==> config.mk <==
export PLATFORM = sky130hd
export DESIGN_NAME = scalar_wb_arbiter_flat
export DESIGN_NICKNAME = d
export VERILOG_FILES = /design/src/rtl/scalar_wb_arbiter_pkg.sv /design/src/rtl/scalar_wb_arbiter_if.sv /design/src/rtl/scalar_wb_arbiter_fifo.sv /design/src/rtl/scalar_wb_arbiter.sv /design/src/flat_wrapper.sv
export SDC_FILE = /design/constraint.sdc
export NUM_CORES = 1
export LEC_CHECK = 0
export BUFFER_PORTS_ARGS = -buffer_cell sky130_fd_sc_hd__buf_2
export CORE_AREA = 2 2 126 128
export CTS_CLUSTER_DIAMETER = 80
export DETAILED_ROUTE_END_ITERATION = 7
export DIE_AREA = 0 0 128 130
export HOLD_SLACK_MARGIN = 0.15
export MAX_ROUTING_LAYER = met4
export PLACE_DENSITY = 0.82
export SLEW_MARGIN = 10
export SYNTH_ARGS = -nofsm -noshare
export SYNTH_HDL_FRONTEND = slang
export SYNTH_SLANG_ARGS = --single-unit
==> constraint.sdc <==
create_clock -name clk -period 3.2 [get_ports clk]
set_clock_uncertainty 0.15 [all_clocks]
set_input_delay 0.32 -clock clk [delete_from_list [all_inputs] [get_ports clk]]
set_output_delay 0.32 -clock clk [all_outputs]
set_load 0.05 [all_outputs]
==> src/rtl/scalar_wb_arbiter_pkg.sv <==
// scalar_pkg: shared widths, register-zero constant and the writeback entry type
package scalar_pkg;
   localparam int SCALAR_DATA_W = 32;
   localparam int SCALAR_ADDR_W = 4;
   localparam int SCALAR_NREGS = 16;
   localparam logic [SCALAR_ADDR_W-1:0] REG_ZERO = '0;
   typedef struct packed {
      logic [SCALAR_ADDR_W-1:0] rd;
      logic [SCALAR_DATA_W-1:0] data;
   } wb_entry_t;
endpackage

==> src/rtl/scalar_wb_arbiter_if.sv <==
// scalar_wb_arbiter_if: ALU/memory producer handshakes and register-file write port
interface scalar_wb_arbiter_if
   import scalar_pkg::*;
#(
   parameter int DATA_W = SCALAR_DATA_W,
   parameter int ADDR_W = SCALAR_ADDR_W
);
   logic alu_valid;
   logic alu_ready;
   logic [ADDR_W-1:0] alu_rd;
   logic [DATA_W-1:0] alu_data;
   logic mem_valid;
   logic [ADDR_W-1:0] mem_rd;
   logic [DATA_W-1:0] mem_data;
   logic rf_wr_enable;
   logic [ADDR_W-1:0] rf_rd;
   logic [DATA_W-1:0] rf_wd;
   modport master (
      output alu_valid, alu_rd, alu_data, mem_valid, mem_rd, mem_data,
      input alu_ready, rf_wr_enable, rf_rd, rf_wd
   );
   modport slave (
      input alu_valid, alu_rd, alu_data, mem_valid, mem_rd, mem_data,
      output alu_ready, rf_wr_enable, rf_rd, rf_wd
   );
endinterface

==> src/rtl/scalar_wb_arbiter_fifo.sv <==
// wb_fifo: in-order holding FIFO for ALU results that lost the write port,
// exposing per-slot valid/rd so the top can build the busy mask
module wb_fifo
   import scalar_pkg::*;
#(
   parameter int DEPTH = 4,
   localparam int PW = $clog2(DEPTH)
) (
   input  logic clk,
   input  logic rst,
   input  logic push,
   input  logic pop,
   input  wb_entry_t wr_entry,
   output wb_entry_t head,
   output logic full,
   output logic empty,
   output logic [PW:0] level,
   output logic [DEPTH-1:0] ent_valid,
   output logic [DEPTH-1:0][SCALAR_ADDR_W-1:0] ent_rd
);
   wb_entry_t mem [DEPTH];
   logic [PW-1:0] wr_ptr, rd_ptr;
   always_ff @(posedge clk or negedge rst) begin
      if (!rst) begin
         wr_ptr <= '0;
         rd_ptr <= '0;
         level <= '0;
      end else begin
         if (push) wr_ptr <= wr_ptr + PW'(1);
         if (pop) rd_ptr <= rd_ptr + PW'(1);
         level <= level + (PW+1)'(push) - (PW+1)'(pop);
      end
   end
   always_ff @(posedge clk) begin
      if (push) mem[wr_ptr] <= wr_entry;
   end
   assign head = mem[rd_ptr];
   assign full = level == (PW+1)'(DEPTH);
   assign empty = level == '0;
   // A slot is live when its distance from the read pointer is below the occupancy
   always_comb begin
      for (int i = 0; i < DEPTH; i++) begin
         ent_valid[i] = {1'b0, PW'(PW'(i) - rd_ptr)} < level;
         ent_rd[i] = mem[i].rd;
      end
   end
endmodule

==> src/rtl/scalar_wb_arbiter.sv <==
// scalar_wb_arbiter: merges memory load responses and ALU results onto the single
// register-file write port; memory always wins, losing ALU results queue in order
module scalar_wb_arbiter
   import scalar_pkg::*;
#(
   parameter int DATA_W = SCALAR_DATA_W,
   parameter int ADDR_W = $clog2(SCALAR_NREGS),
   parameter int DEPTH = 4
) (
   input  logic clk,
   input  logic rst,
   scalar_wb_arbiter_if.slave bus,
   output logic [2**ADDR_W-1:0] busy,
   output logic [$clog2(DEPTH):0] fifo_level
);
   wb_entry_t head, push_entry;
   logic full, empty, accept, push, pop, selected;
   logic [DEPTH-1:0] ent_valid;
   logic [DEPTH-1:0][SCALAR_ADDR_W-1:0] ent_rd;
   logic [ADDR_W-1:0] sel_rd;
   logic [DATA_W-1:0] sel_data;
   // Ready uses registered occupancy, so a full FIFO refuses even when popping
   assign bus.alu_ready = rst & ~full;
   assign accept = bus.alu_valid & bus.alu_ready;
   assign pop = ~bus.mem_valid & ~empty;
   assign push = accept & (bus.mem_valid | ~empty);
   assign selected = bus.mem_valid | ~empty | accept;
   assign sel_rd = bus.mem_valid ? bus.mem_rd : !empty ? head.rd : bus.alu_rd;
   assign sel_data = bus.mem_valid ? bus.mem_data : !empty ? head.data : bus.alu_data;
   assign push_entry = '{rd: bus.alu_rd, data: bus.alu_data};
   wb_fifo #(.DEPTH(DEPTH)) u_fifo (
      .clk(clk),
      .rst(rst),
      .push(push),
      .pop(pop),
      .wr_entry(push_entry),
      .head(head),
      .full(full),
      .empty(empty),
      .level(fifo_level),
      .ent_valid(ent_valid),
      .ent_rd(ent_rd)
   );
   always_ff @(posedge clk or negedge rst) begin
      if (!rst) begin
         bus.rf_wr_enable <= 1'b0;
         bus.rf_rd <= '0;
         bus.rf_wd <= '0;
      end else begin
         bus.rf_wr_enable <= selected & (sel_rd != REG_ZERO);
         if (selected) begin
            bus.rf_rd <= sel_rd;
            bus.rf_wd <= sel_data;
         end
      end
   end
   always_comb begin
      busy = '0;
      for (int i = 0; i < DEPTH; i++) if (ent_valid[i]) busy[ent_rd[i]] = 1'b1;
      if (bus.rf_wr_enable) busy[bus.rf_rd] = 1'b1;
      busy[0] = 1'b0;
   end
endmodule

==> src/flat_wrapper.sv <==
// flat-port wrapper written by rule: the top's interface ports become plain ports
module scalar_wb_arbiter_flat import scalar_pkg::*;
#(
   parameter int DATA_W = SCALAR_DATA_W,
   parameter int ADDR_W = $clog2(SCALAR_NREGS),
   parameter int DEPTH = 4
)
  (clk, rst, busy, fifo_level, bus_alu_valid, bus_alu_rd, bus_alu_data, bus_mem_valid, bus_mem_rd, bus_mem_data, bus_alu_ready, bus_rf_wr_enable, bus_rf_rd, bus_rf_wd);
  scalar_wb_arbiter_if #(.DATA_W(DATA_W), .ADDR_W(ADDR_W)) bus_i ();
  input  logic clk;
  input  logic rst;
  output logic [2**ADDR_W-1:0] busy;
  output logic [$clog2(DEPTH):0] fifo_level;
  input wire logic [$bits(bus_i.alu_valid)-1:0] bus_alu_valid;
  input wire logic [$bits(bus_i.alu_rd)-1:0] bus_alu_rd;
  input wire logic [$bits(bus_i.alu_data)-1:0] bus_alu_data;
  input wire logic [$bits(bus_i.mem_valid)-1:0] bus_mem_valid;
  input wire logic [$bits(bus_i.mem_rd)-1:0] bus_mem_rd;
  input wire logic [$bits(bus_i.mem_data)-1:0] bus_mem_data;
  output wire logic [$bits(bus_i.alu_ready)-1:0] bus_alu_ready;
  output wire logic [$bits(bus_i.rf_wr_enable)-1:0] bus_rf_wr_enable;
  output wire logic [$bits(bus_i.rf_rd)-1:0] bus_rf_rd;
  output wire logic [$bits(bus_i.rf_wd)-1:0] bus_rf_wd;
  assign bus_i.alu_valid = bus_alu_valid;
  assign bus_i.alu_rd = bus_alu_rd;
  assign bus_i.alu_data = bus_alu_data;
  assign bus_i.mem_valid = bus_mem_valid;
  assign bus_i.mem_rd = bus_mem_rd;
  assign bus_i.mem_data = bus_mem_data;
  assign bus_alu_ready = bus_i.alu_ready;
  assign bus_rf_wr_enable = bus_i.rf_wr_enable;
  assign bus_rf_rd = bus_i.rf_rd;
  assign bus_rf_wd = bus_i.rf_wd;
  scalar_wb_arbiter #(.DATA_W(DATA_W), .ADDR_W(ADDR_W), .DEPTH(DEPTH)) u_core (.clk(clk), .rst(rst), .bus(bus_i), .busy(busy), .fifo_level(fifo_level));
endmodule
==> qor.yml <==
cts_root_buf: "clkbuf_16"
row_count: 46
ys_seq_area_share_pct: 66.2
syn_nets: 630
drtPass1Iterations: 8
path_class: "register to output port"
setup_viol: 0
ys_async_sr_fraction_pct: 23.4
h-tree-depth: 4
fin_crit_ns: 3.17
fmax_mhz: 315
end_kind: "output port"
combPwrFrac_pct: 42.7
gr-usage-all-layers_pct: 29.0
vias_per_cell: 6.35
post-dp-hpwl_microns: 14000
worst_ep_arrival_time_ns: 2.70
fin_nets: 829
finalWeightedCongestion: 0.937
path_clk_slew_ns: 0.07
syn_area_sq_um: 8190
crit_required_ns: 2.73
drive_gt1_share_pct: 30.3
cts_made_buffers: 17
die_w_microns: 128
die_h_microns: 130
fp.coreArea_sq_um: 15400
grt_max_degree: 46
synth_edf_count: 144
antenna_cells: 0
clock_sinks: 188
grt_overflow: 0
grt_pass1_vias: 6075
ant_nets: 0
wl_microns: 23000
cp-start-kind: "register"
insertion_delay_ns: 0.42
antenna_found_initial: 0
post-route-period-util_pct: 99.1
dieArea_sq_um: 16600
port_buffers: 131
slew_violations: 0
grt_pass1_wl_microns: 34500
postSynthAreaPerCell_sq_um: 15.1
p_total_w: 0.00954
design_area_sq_um: 10300
hold_path_class: "input port to register"
rsz0062_at_grt: "true"
fin_util_pct: 66.9
p_clk_share_pct: 21.0
power_frac_seq_pct: 36.3
status: "complete, but fails checks"
tightestPinTransition_ns: 1.00
worst-path-max-fanout: 6
syn_to_final_growth_pct: 25.9
worst_ir_drop_vdd_uv: 481
relSlewSlack_pct: 33.1
synth-seq-cells: 188
synth_cell_types: 50
whs_ns: 0.176
p_sw_w: 0.00405
swShare_pct: 42.4
place_area_sq_um: 9010
wl_per_cell_microns: 24.3
maxCapViolCount: 0
tritoncts: "built"
synthCells: 543
ios: 133
vias: 6011
failed_checks: "design-rule violations"
drcViolationCount: 15
yosys_warnings: 0
drt_iter0_markers: 880
p_int_w: 0.00549
p_leak_nw: 3.92
ys.flop_type: "edfxtp_1"
power_density_nw_per_um2: 925
cts_max_path_buffers: 2
start_util_pct: 53.1
final_hold_viol_count: 0
## kinds of logic after synthesis
family	after synthesis	synth area share [%]
flip-flops	188	66.2
AO/OA/AOI/OAI	114	10.2
AND/OR/NAND/NOR	137	8.23
XOR/XNOR	6	0.642
other	1	0.0458
multiplexers	36	9.90
adder cells (fa/ha/maj)	11	1.77
buffers and inverters	50	2.96
## through the flow
| stage | instances | setup slack, ns | TNS [ns] |
|---|---|---|---|
| after CTS | 944 | 0.0253 | 0 |
| after global placement | 842 | 0.479 | 0 |
| final | 947 | 0.0283 | 0 |
| after floorplan | 543 | 0.182 | 0 |
| after global routing | 947 | -0.0864 | -0.142 |
| after detailed placement | 842 | 0.328 | 0 |
## synth_stat cells (3+ instances only)
| cell | number | area, sq um |
|---|---|---|
| edfxtp_1 | 144 | 4320 |
| nor2_1 | 50 | 188 |
| dfrtp_1 | 44 | 1100 |
| a21oi_1 | 38 | 190 |
| a222oi_1 | 36 | 360 |
| mux4_2 | 36 | 811 |
| clkbuf_1 | 22 | 82.6 |
| nand2_1 | 19 | 71.3 |
| nor3_1 | 15 | 75.1 |
| inv_1 | 14 | 52.6 |
| or3_1 | 13 | 81.3 |
| nand2b_1 | 12 | 75.1 |
| ha_1 | 10 | 125 |
| buf_2 | 9 | 45.0 |
| o21ai_0 | 9 | 45.0 |
| nand3_1 | 8 | 40.0 |
| o22ai_1 | 6 | 37.5 |
| o31ai_1 | 5 | 37.5 |
| and2_1 | 4 | 25.0 |
| o211ai_1 | 4 | 30.0 |
| xnor2_1 | 4 | 35.0 |
| or4_1 | 3 | 22.5 |
## power by group through the flow
stage	clock network [W]	registers [W]	logic, W
floorplan	0	0.00423	0.00217
global placement	0	0.00343	0.00385
detailed placement	0	0.00347	0.00392
CTS	0.00202	0.00343	0.00401
global route	0.00211	0.00350	0.00431
finish	0.00200	0.00346	0.00407
## state kept, by name (all words and copies together), names as in the netlist
register,count
u_core.u_fifo.mem,144
u_core.bus.rf_wd,32
u_core.bus.rf_rd,4
u_core.u_fifo.level,3
u_core.u_fifo.rd_ptr,2
u_core.u_fifo.wr_ptr,2
u_core.bus.rf_wr_enable,1
## routing by layer
| layer | vias up | track usage, % | part of all wire (%) |
|---|---|---|---|
| met5 | - | - | 0 |
| met4 | 0 | 12.0 | 3.2 |
| met3 | 68 | 4.76 | 7.3 |
| met2 | 403 | 49.9 | 53 |
| met1 | 2967 | 34.4 | 36 |
| li1 | 2573 | - | - |
## cell type report
type                    count  area (sq um)
inverters                  14          52.6
fillers                  1021          5110
multi-input cells         305          2550
repair buffers            216          1470
well taps                 192           240
flip-flops and latches    188          5430
clock buffers              18           439
clock inverters            14           130
## cells in the final DEF (no fill, tap or decap), drive strengths merged, types with 3 or more instances in the layout
cell type    netlist  routed
inv               14      21
o211ai             4       4
a222oi            36      36
dlygate4sd3        0      71
clkinvlp           0       3
or4                3       3
clkinv             0       4
o22ai              6       6
nor3              15      15
nand2b            12      12
nor2              50      50
clkbuf            22      18
xnor2              4       4
nand2             19      19
ha                10      10
dfrtp             44      44
o31ai              5       5
and2               4       4
or3               13      13
mux4              36      36
buf               14     145
edfxtp           144     144
o21ai             11      11
a21oi             39      39
nand3              8       8
## final timing paths
| check | slack (ns) | depth (start not counted) | from | to |
|---|---|---|---|---|
| worst min-delay path | 0.18 | 3 | bus_mem_rd[3] | u_core.bus.rf_rd[3] |
| worst min register to register | 0.39 | 2 | u_core.bus.rf_wd[15] | u_core.bus.rf_wd[15] |
| worst max register to register | 0.34 | 10 | u_core.u_fifo.level[2] | u_core.u_fifo.level[2] |
| worst max-delay path | 0.03 | 8 | u_core.u_fifo.rd_ptr[0] | busy[2] |
| max in group asynchronous | 1.93 | 3 | rst | u_core.u_fifo.rd_ptr[0] |
| min in group asynchronous | 0.45 | 3 | rst | u_core.bus.rf_wd[15] |
## worst max-delay path, stage by stage, from the launching register on
cell and delay, ns:
dfrtp_2 0.44, xor2_1 0.23, inv_1 0.07, ha_1 0.29, a21oi_2 0.07, o21bai_2 0.29
o32ai_1 0.13, or4b_1 0.54, buf_2 0.23
## what timing repair did
item / 4_1_cts / 5_1_grt
hold endpoints to repair: 221 / 1
setup buffers: 0 / 2
gates resized for setup: 1 / 3
pin swaps: 0 / 2
setup endpoints to repair: 1 / 14
hold buffers: 70 / 1
(Power assumes the default switching activity.)
